<file path="config.mk">
export PLATFORM = sky130hd
export DESIGN_NAME = ysyx_23060332_wbu_flat
export DESIGN_NICKNAME = d
export VERILOG_FILES = /design/src/rtl/ysyx_23060332_wbu_pkg.sv /design/src/rtl/ysyx_23060332_wbu_if.sv /design/src/rtl/ysyx_23060332_scoreboard.sv /design/src/rtl/ysyx_23060332_wbu.sv /design/src/flat_wrapper.sv
export SDC_FILE = /design/constraint.sdc
export NUM_CORES = 1
export LEC_CHECK = 0
export ABC_AREA = 1
export CAP_MARGIN = 40
export CORE_MARGIN = 10
export CORE_UTILIZATION = 35
export DETAILED_ROUTE_END_ITERATION = 7
export PLACE_DENSITY = 0.71
export SKIP_CTS_REPAIR_TIMING = 1
export SLEW_MARGIN = 25
export SYNTH_ARGS = -nofsm -noshare
export SYNTH_HDL_FRONTEND = slang
export SYNTH_SLANG_ARGS = --single-unit
</file>
<file path="constraint.sdc">
create_clock -name clk -period 2.4 [get_ports clk]
set_clock_uncertainty 0.2 [all_clocks]
set_input_delay 0.48 -clock clk [delete_from_list [all_inputs] [get_ports clk]]
set_output_delay 0.48 -clock clk [all_outputs]
set_load 0.02 [all_outputs]
</file>
<file path="src/rtl/ysyx_23060332_wbu_pkg.sv">
// ysyx_23060332_wbu_pkg: shared widths, types and helpers for the write-back slice
package ysyx_23060332_wbu_pkg;
    localparam int XLEN = 32;
    localparam int ADDR_W = 5;
    localparam int NR_REGS = 2 ** ADDR_W;
    typedef logic [ADDR_W-1:0] reg_addr_t;
    typedef logic [XLEN-1:0] reg_data_t;
    localparam reg_addr_t ZERO_REG = '0;
    typedef enum logic [1:0] {SRC_NONE, SRC_EXU, SRC_LSU} wb_src_t;
    typedef struct packed {
        logic wen;
        reg_addr_t addr;
        reg_data_t data;
    } wb_req_t;
    function automatic logic writes_reg(input logic wen, input reg_addr_t rd);
        return wen && rd != ZERO_REG;
    endfunction
endpackage

</file>
<file path="src/rtl/ysyx_23060332_wbu_if.sv">
// ysyx_23060332_wbu_if: EXU/LSU result channels, IDU hazard queries and register-file write port
interface ysyx_23060332_wbu_if;
    import ysyx_23060332_wbu_pkg::*;
    logic exu_valid;
    logic exu_ready;
    reg_addr_t exu_rd;
    logic exu_wen;
    reg_data_t exu_data;
    logic lsu_valid;
    logic lsu_ready;
    reg_addr_t lsu_rd;
    reg_data_t lsu_data;
    logic issue_valid;
    reg_addr_t issue_rd;
    reg_addr_t rs1_q;
    reg_addr_t rs2_q;
    logic busy_rs1;
    logic busy_rs2;
    logic busy_rd;
    reg_addr_t waddr;
    reg_data_t wdata;
    logic reg_wen;
    logic [31:0] wb_count;
    modport slave (
        input exu_valid, exu_rd, exu_wen, exu_data, lsu_valid, lsu_rd, lsu_data,
        input issue_valid, issue_rd, rs1_q, rs2_q,
        output exu_ready, lsu_ready, busy_rs1, busy_rs2, busy_rd, waddr, wdata, reg_wen, wb_count
    );
    modport master (
        output exu_valid, exu_rd, exu_wen, exu_data, lsu_valid, lsu_rd, lsu_data,
        output issue_valid, issue_rd, rs1_q, rs2_q,
        input exu_ready, lsu_ready, busy_rs1, busy_rs2, busy_rd, waddr, wdata, reg_wen, wb_count
    );
endinterface

</file>
<file path="src/rtl/ysyx_23060332_scoreboard.sv">
// ysyx_23060332_scoreboard: per-register busy bits, set on issue, cleared on write-back, x0 never busy
module ysyx_23060332_scoreboard
    import ysyx_23060332_wbu_pkg::*;
(
    input logic clk,
    input logic rst,
    input logic set_en,
    input reg_addr_t set_addr,
    input logic clr_en,
    input reg_addr_t clr_addr,
    input reg_addr_t rs1_addr,
    input reg_addr_t rs2_addr,
    input reg_addr_t rd_addr,
    output logic busy_rs1,
    output logic busy_rs2,
    output logic busy_rd
);
    logic [NR_REGS-1:0] busy;
    logic [NR_REGS-1:0] busy_nxt;
    logic [NR_REGS-1:0] set_mask;
    logic [NR_REGS-1:0] clr_mask;
    // Set is applied after clear so a same-edge re-issue keeps the register busy.
    always_comb begin
        set_mask = '0;
        clr_mask = '0;
        set_mask[set_addr] = set_en;
        clr_mask[clr_addr] = clr_en;
        busy_nxt = ((busy & ~clr_mask) | set_mask) & {{(NR_REGS-1){1'b1}}, 1'b0};
    end
    always_ff @(posedge clk) begin
        busy <= rst ? '0 : busy_nxt;
    end
    always_ff @(posedge clk) begin
        if (!rst && set_en)
            assert (!busy[set_addr] || (clr_en && clr_addr == set_addr));
    end
    assign busy_rs1 = busy[rs1_addr];
    assign busy_rs2 = busy[rs2_addr];
    assign busy_rd = busy[rd_addr];
endmodule

</file>
<file path="src/rtl/ysyx_23060332_wbu.sv">
// ysyx_23060332_wbu: arbitrates LSU/EXU results onto the register-file write port and tracks busy registers
module ysyx_23060332_wbu
    import ysyx_23060332_wbu_pkg::*;
(
    input logic clk,
    input logic rst,
    ysyx_23060332_wbu_if.slave bus
);
    wb_src_t src;
    wb_req_t req;
    assign bus.lsu_ready = !rst;
    assign bus.exu_ready = !bus.lsu_valid && !rst;
    // LSU has fixed priority; EXU holds its result until LSU goes idle.
    always_comb begin
        src = (bus.lsu_valid && bus.lsu_ready) ? SRC_LSU : (bus.exu_valid && bus.exu_ready) ? SRC_EXU : SRC_NONE;
        req = (src == SRC_LSU) ? wb_req_t'{wen: writes_reg(1'b1, bus.lsu_rd), addr: bus.lsu_rd, data: bus.lsu_data}
                               : wb_req_t'{wen: writes_reg(bus.exu_wen, bus.exu_rd), addr: bus.exu_rd, data: bus.exu_data};
    end
    always_ff @(posedge clk) begin
        if (rst) begin
            bus.reg_wen <= 1'b0;
            bus.waddr <= '0;
            bus.wdata <= '0;
            bus.wb_count <= '0;
        end else begin
            bus.reg_wen <= src != SRC_NONE && req.wen;
            if (src != SRC_NONE) begin
                bus.waddr <= req.addr;
                bus.wdata <= req.data;
            end
            bus.wb_count <= bus.wb_count + 32'(bus.reg_wen);
        end
    end
    ysyx_23060332_scoreboard u_scoreboard (
        .clk(clk),
        .rst(rst),
        .set_en(bus.issue_valid),
        .set_addr(bus.issue_rd),
        .clr_en(bus.reg_wen),
        .clr_addr(bus.waddr),
        .rs1_addr(bus.rs1_q),
        .rs2_addr(bus.rs2_q),
        .rd_addr(bus.issue_rd),
        .busy_rs1(bus.busy_rs1),
        .busy_rs2(bus.busy_rs2),
        .busy_rd(bus.busy_rd)
    );
endmodule

</file>
<file path="src/flat_wrapper.sv">
// flat-port wrapper written by rule: the top's interface ports become plain ports
module ysyx_23060332_wbu_flat import ysyx_23060332_wbu_pkg::*;
  (clk, rst, bus_exu_valid, bus_exu_rd, bus_exu_wen, bus_exu_data, bus_lsu_valid, bus_lsu_rd, bus_lsu_data, bus_issue_valid, bus_issue_rd, bus_rs1_q, bus_rs2_q, bus_exu_ready, bus_lsu_ready, bus_busy_rs1, bus_busy_rs2, bus_busy_rd, bus_waddr, bus_wdata, bus_reg_wen, bus_wb_count);
  ysyx_23060332_wbu_if bus_i ();
  input logic clk;
  input logic rst;
  input wire logic [$bits(bus_i.exu_valid)-1:0] bus_exu_valid;
  input wire logic [$bits(bus_i.exu_rd)-1:0] bus_exu_rd;
  input wire logic [$bits(bus_i.exu_wen)-1:0] bus_exu_wen;
  input wire logic [$bits(bus_i.exu_data)-1:0] bus_exu_data;
  input wire logic [$bits(bus_i.lsu_valid)-1:0] bus_lsu_valid;
  input wire logic [$bits(bus_i.lsu_rd)-1:0] bus_lsu_rd;
  input wire logic [$bits(bus_i.lsu_data)-1:0] bus_lsu_data;
  input wire logic [$bits(bus_i.issue_valid)-1:0] bus_issue_valid;
  input wire logic [$bits(bus_i.issue_rd)-1:0] bus_issue_rd;
  input wire logic [$bits(bus_i.rs1_q)-1:0] bus_rs1_q;
  input wire logic [$bits(bus_i.rs2_q)-1:0] bus_rs2_q;
  output wire logic [$bits(bus_i.exu_ready)-1:0] bus_exu_ready;
  output wire logic [$bits(bus_i.lsu_ready)-1:0] bus_lsu_ready;
  output wire logic [$bits(bus_i.busy_rs1)-1:0] bus_busy_rs1;
  output wire logic [$bits(bus_i.busy_rs2)-1:0] bus_busy_rs2;
  output wire logic [$bits(bus_i.busy_rd)-1:0] bus_busy_rd;
  output wire logic [$bits(bus_i.waddr)-1:0] bus_waddr;
  output wire logic [$bits(bus_i.wdata)-1:0] bus_wdata;
  output wire logic [$bits(bus_i.reg_wen)-1:0] bus_reg_wen;
  output wire logic [$bits(bus_i.wb_count)-1:0] bus_wb_count;
  assign bus_i.exu_valid = bus_exu_valid;
  assign bus_i.exu_rd = bus_exu_rd;
  assign bus_i.exu_wen = bus_exu_wen;
  assign bus_i.exu_data = bus_exu_data;
  assign bus_i.lsu_valid = bus_lsu_valid;
  assign bus_i.lsu_rd = bus_lsu_rd;
  assign bus_i.lsu_data = bus_lsu_data;
  assign bus_i.issue_valid = bus_issue_valid;
  assign bus_i.issue_rd = bus_issue_rd;
  assign bus_i.rs1_q = bus_rs1_q;
  assign bus_i.rs2_q = bus_rs2_q;
  assign bus_exu_ready = bus_i.exu_ready;
  assign bus_lsu_ready = bus_i.lsu_ready;
  assign bus_busy_rs1 = bus_i.busy_rs1;
  assign bus_busy_rs2 = bus_i.busy_rs2;
  assign bus_busy_rd = bus_i.busy_rd;
  assign bus_waddr = bus_i.waddr;
  assign bus_wdata = bus_i.wdata;
  assign bus_reg_wen = bus_i.reg_wen;
  assign bus_wb_count = bus_i.wb_count;
  ysyx_23060332_wbu u_core (.clk(clk), .rst(rst), .bus(bus_i));
endmodule
</file>
==> flow_metrics.py <==
metrics = {
    "sta": {
        "rsz0062_at_grt": "false",
        "min_period_ns": 2.253,
        "fin_ws_ns": 0.1472,
        "setup_violations": 0,
        "whs_ns": 0.1854,
        "fmax_mhz": 443.9,
        "fin_crit_sh_pct": 93.87,
        "relSlewSlack_pct": 58.39,
        "final-hold-violation-count": 0,
        "fin_setup_tns_ns": 0,
        "tightest_slew_ns": 0.6242,
        "slew_viol_final": 0,
    },
    "die": {
        "die_w_um": 147.1,
        "rows": 46,
        "io_pins": 170,
        "die_h_um": 147.1,
        "core_um2": 15830,
        "start_util_pct": 35.71,
        "dieArea_um2": 21630,
    },
    "synthesis": {
        "ys_seq_elements": 101,
        "synth_nets": 985,
        "yosys.area.top_type": "dfxtp_1",
        "yosysWarnings": 0,
        "netlist_area_um2": 5652,
        "synth_area_leaders": "dfxtp_1, nand2_1, nor2_1, a21oi_1, nand3_1",
        "ys_types": 31,
        "synthCells": 887,
        "ys_seq_area_share_pct": 35.78,
        "netlist.area_leader.share_pct": 35.78,
        "avgSynthCellArea_um2": 6.372,
    },
    "worst_setup_path": {
        "end_kind": "output port",
        "startpoint_type": "input pin",
        "crit_arrival_ns": 1.57,
        "ff2ff_setup_slack_ns": 0.47,
        "path_class": "input pin to output port",
        "cp_max_fo": 11,
        "crit_required_ns": 1.72,
        "worstRegToRegCells": 9,
        "reg2reg_to": "u_core.bus.wb_count[18]",
        "crit-reg2reg-launch": "u_core.bus.reg_wen",
    },
    "grt": {
        "grt_max_degree": 56,
        "grtUsageTotal_pct": 18.84,
        "grt_pass1_vias": 6294,
        "grt_pass1_wl_um": 33270,
        "antenna_found_initial": 0,
        "grt_remaining_overflow": 0,
    },
    "min_path": {
        "min_path_type": "input pin to flop",
        "worstHoldEndpoint": "u_core.bus.wb_count[1]",
        "hold-path-cell-count": 2,
        "min_from": "rst",
    },
    "clocking": {
        "clock-sinks": 101,
        "cts_max_path_buffers": 2,
        "cts_root_buffer": "clkbuf_16",
        "htreeDepth": 3,
        "cts_buffers": 9,
        "clk-insertion-delay-late_ns": 0.34,
        "cts_tree": "done",
        "clkTransAtPathRegs_ns": 0.07,
    },
    "place": {
        "place_congestion": 0.9581,
        "dp_hpwl_um": 16120,
        "postPlaceCellArea_um2": 7820,
        "portBuffers": 169,
        "preCtsSetupSlack_ns": -0.6158,
    },
    "routing": {
        "highest_layer": "met4",
        "firstDrtPassIters": 5,
        "drtIter0Drc": 560,
        "wl_met3_um": 1894,
        "wl_um": 20930,
        "vias": 6545,
        "routed_via_density": 5.054,
        "route.met2.wl_um": 9693,
        "routedWlPerCell_um": 16.16,
        "wl_met1_um": 8808,
        "final_antenna_net_count": 0,
        "drc": 0,
    },
    "cells_and_area": {
        "final_common_cell": "nand2_1",
        "mostFrequentLayoutCells": "nand2_1, clkdlybuf4s50_1, nor2_1, dfxtp_1, a21oi_1",
        "drive_gt1_share_pct": 9.639,
        "antenna_cells": 0,
        "num-nets-final": 1172,
        "syn_to_final_growth_pct": 46.00,
        "fill_cells": 1610,
        "final_cell_area_um2": 8252,
    },
    "run": {
        "max_cap_viol_count": 0,
    },
    "power": {
        "power.density_nw_per_um2": 520.9,
        "peakVddDrop_uv": 334.1,
        "p_leak_nw": 3.139,
    },
    "run_status": {
        "status": "finished, final reports clean",
    },
}
-- sequential cells by signal, summed over array words and instances, names as in the netlist --
| name | count |
|---|---|
| u_core.bus.wb_count | 32 |
| u_core.bus.wdata | 32 |
| u_core.u_scoreboard.busy | 31 |
| u_core.bus.waddr | 5 |
| u_core.bus.reg_wen | 1 |
-- stage by stage --
step	util (%)	power (mW)	instances
finish	52.13	4.298	1295
global route	52.13	4.461	1295
CTS	51.76	4.328	1294
detailed placement	49.41	2.534	1278
global placement	49.41	2.530	1278
floorplan	-	2.131	887
-- where the power goes --
group          internal, mW  leakage [nW]  switching [mW]  total (mW)
Sequential             1.72         0.820          0.0383        1.76
Combinational         0.356          2.14           0.379       0.735
Clock                  1.15         0.183           0.647        1.80
-- kinds of logic (layout without fill, tap and decap cells) --
group | after synthesis | after routing | share of synthesized area, %
fa+ha+maj | 3 | 3 | 0.6642
compound gates | 176 | 176 | 15.85
xor+xnor | 6 | 6 | 0.9298
simple gates | 509 | 509 | 39.67
buf+inv | 92 | 284 | 7.107
flops | 101 | 101 | 35.78
-- worst max-delay path by stage --
| stage | startpoint | to | slack, ns | cells past startpoint |
|---|---|---|---|---|
| 6_report | bus_issue_rd[0] | bus_busy_rd | 0.15 | 9 |
| 5_1_grt | bus_issue_rd[0] | bus_busy_rd | 0.03 | 10 |
| 4_1_cts | bus_issue_rd[1] | bus_busy_rd | -0.63 | 11 |
| 3_5_place_dp | bus_issue_rd[1] | bus_busy_rd | -0.62 | 11 |
| 3_3_place_gp | bus_issue_rd[1] | bus_busy_rd | -0.62 | 11 |
| 2_1_floorplan | bus_rs1_q[0] | bus_busy_rs1 | 0.37 | 11 |
-- area by class of cell --
| type | instances | area [µm²] | share of cell area, % |
|---|---|---|---|
| Sequential cell | 101 | 2022 | 24.50 |
| Inverter | 58 | 230.2 | 2.790 |
| Tap cell | 216 | 270.3 | 3.275 |
| Multi-Input combinational cell | 694 | 3243 | 39.30 |
| Clock inverter | 6 | 133.9 | 1.622 |
| Timing Repair Buffer | 210 | 2113 | 25.61 |
| Clock buffer | 10 | 239.0 | 2.896 |
-- per-layer routing --
metal	track usage, %	up-vias
li1	-	3269
met2	30.93	277
met5	0	-
met3	5.682	36
met4	5.996	0
met1	23.09	2963
-- synthesized netlist by cell type --
cell	instances
nor3_1	3
o21ai_0	55
nand3_1	80
inv_1	47
nor2_2	7
nand4_1	9
nor2_4	5
xor2_1	6
o21ai_1	27
nand3b_1	9
dfxtp_1	101
a21oi_1	88
a21oi_2	1
ha_1	3
buf_6	1
buf_1	2
a31oi_1	1
nand2_2	6
buf_4	5
buf_2	20
and2_1	2
clkbuf_1	6
o211ai_1	1
inv_2	9
inv_4	2
o21a_1	3
nor4_1	1
nand2_1	253
nor2_1	125
nor3_4	6
nor3_2	3
-- worst max-delay path: stages --
cell and delay, ns:
dlymetal6s2s_1 0.17, buf_4 0.20, nand3_1 0.08, o21ai_0 0.08, o21ai_1 0.15, nand2_1 0.08
nor2_1 0.10, nand2_1 0.08, buf_4 0.16
(Power assumes the default switching activity.)
==> edit (same settings) <==
Set the package constant `ADDR_W` to 6 (it was 5).
--- a/src/rtl/ysyx_23060332_wbu_pkg.sv
+++ b/src/rtl/ysyx_23060332_wbu_pkg.sv
@@ -2,5 +2,5 @@
 package ysyx_23060332_wbu_pkg;
     localparam int XLEN = 32;
-    localparam int ADDR_W = 5;
+    localparam int ADDR_W = 6;
     localparam int NR_REGS = 2 ** ADDR_W;
     typedef logic [ADDR_W-1:0] reg_addr_t;
Interface: changed (6 resized); port bits go from 170 to 176. The function was not compared with the original's and may differ.
==> edit against the unedited design <==
  * Wire length increased by 54%
  * Synthesized area rose by 45%
  * Largest power group unchanged
  * Sequential cell count rose by 33
  * Design area up 41%
  * Global-route usage increased by 1.4 points
  * Worst hold slack got worse by 48 ps
  * Highest routed layer unchanged
  * Power rose by 38%
  * Sequential share of layout area shrank 1.3 points
  * Synthesized cell count grew 50%
  * Setup slack lost 94 ps
  * Cell count increased by 45%
==> edit: results <==
[min_path]
hold_class = "in2reg"
hold_start = "rst"
whs_endpoint = "u_core.bus.wdata[24]$_SDFFE_PP0P_"
whs_path_depth = 2

[global_route]
antenna_found_initial = 0
grt_max_degree = 76
grtUsageTotal_pct = 20.2
grt_pass1_vias = 9232
grt_pass1_wl_mm = 49.7

[sta]
tightest_slew_ps = 837

[setup_path]
rr_startpoint = "u_core.bus.wb_count[0]$_SDFF_PP0_"
crit_fanout = 3
cp.arrival_ps = 1670
rrSetupSlack_ps = 480
reg2reg_to = "u_core.bus.wb_count[23]$_SDFF_PP0_"
worst-r2r-cell-count = 10

[placed_design]
io_buffers = 175
placed_cell_area_mm2 = 0.0108
gp_congestion = 0.924
dp_slack_ps = -778
dpl.hpwl_mm = 23.8

[yosys]
synth_area_leaders = "dfxtp_1, nand2_1, nand3_1"
netlist_top_cells_count = "nand2_1, nand3_1, dfxtp_1"
ys_seq_area_share_pct = 32.7
yosysWarnings = 0
async_reset_ff_share_pct = 0
synth.distinct_cells = 36
synth_top_cell_area_share_pct = 32.7
syn-num-nets = 1436

[layout]
final_common_cell = "nand2_1"
fin_nets = 1660
fillers = 2290
largestRegisters = "u_core.u_scoreboard.busy (63), u_core.bus.wb_count (32), u_core.bus.wdata (32)"
drive_above_1_share_pct = 14.9
antenna_cells = 0

[detailed_routing]
drt-initial-drc-count = 1282
dr.pass1.iters = 6
wl_per_cell_um = 17.1
viasPerCell = 5.22

[pwr]
leakage_nw = 4.65
intPower_w = 0.00428
peakVddDrop_v = 0.000529

[cts]
htreeDepth = 4
cts_buffers = 17
root_buffer = "clkbuf_16"
clockBufferDepth = 2
path_clk_slew_ps = 60
clk_latency_ps = 430

[outcome]
outcome = "finished clean"
-- edit: cell types whose count changed after synthesis, sizes merged, moves of 11 or more --
cell / change
nor2: -14
dfxtp: +33
o21ai: +34
nand2: +225
inv: +19
nor4: +11
buf: +23
a21oi: +33
nand3: +58
nor3: +21
clkbuf: +13
-- edit: how the worst max path moves through the flow --
stage	from	to	slack, ps
2_1_floorplan	bus_issue_rd[0]	bus_busy_rd	230
3_3_place_gp	bus_rs2_q[0]	bus_busy_rs2	-740
3_5_place_dp	bus_rs2_q[0]	bus_busy_rs2	-780
4_1_cts	bus_rs2_q[0]	bus_busy_rs2	-790
5_1_grt	bus_issue_rd[0]	bus_busy_rd	-40
6_report	u_core.u_scoreboard.busy[7]$_SDFF_PP0_	bus_busy_rd	50
-- edit: power groups by stage --
stage	registers, W	clock network [W]	logic [W]
6_report	0.00232	0.00255	0.00105
2_1_floorplan	0.00242	0	0.000439
4_1_cts	0.00232	0.00256	0.00101
3_3_place_gp	0.00237	0	0.000997
5_1_grt	0.00233	0.00267	0.00113
3_5_place_dp	0.00237	0	0.00100
-- edit: cell families after synthesis --
logic type | share of synthesized area [%]
buffers and inverters | 7.80
AOI/OAI and AO/OA | 14.9
and+or+nand+nor | 43.5
adders and majority gates | 0.458
xor gates and xnor gates | 0.641
DFF | 32.7
-- edit: worst max-delay path, cell delays in order (launching register included) --
cell and delay, ps:
dfxtp_4 370, nand2_4 60, o21ai_2 50, nand2_1 60, nand2_1 70, nand2_1 90, nand2_1 60, nand2_1 70
nand2_2 80, nor2_2 120, nand2_1 80, buf_6 140
-- edit: routing by layer --
layer  vias to the layer above  GRT usage (%)  part of all wire [%]  wire (um)
met1                      4465           24.8                    41      13300
met5                         -              0                     0          0
met2                       490           31.4                    44      14300
met3                        61           7.97                    11       3610
met4                         0           7.37                   3.0        965
li1                       4800              -                     -          -
-- edit: final cells by class --
type                    count  share of cell area [%]
multi-input cells        1051                    42.4
well taps                 313                    3.36
inverters                  78                    2.64
clock buffers              21                    3.86
flip-flops and latches    134                    23.2
repair buffers            275                    23.6
clock inverters             8                   0.880
-- edit: stage by stage --
| step | hold WS [ps] | util [%] | setup TNS (ps) | std cells | total power (W) |
|---|---|---|---|---|---|
| 5_1_grt | 123 | 51.0 | -50.2 | 1880 | 0.00612 |
| 4_1_cts | 124 | 49.9 | -2330 | 1872 | 0.00590 |
| 6_report | 138 | 51.0 | 0 | 1880 | 0.00592 |
| 3_5_place_dp | 255 | 47.5 | -2410 | 1843 | 0.00337 |
| 3_3_place_gp | 251 | 47.5 | -2360 | 1843 | 0.00337 |
| 2_1_floorplan | 254 | - | 0 | 1333 | 0.00286 |
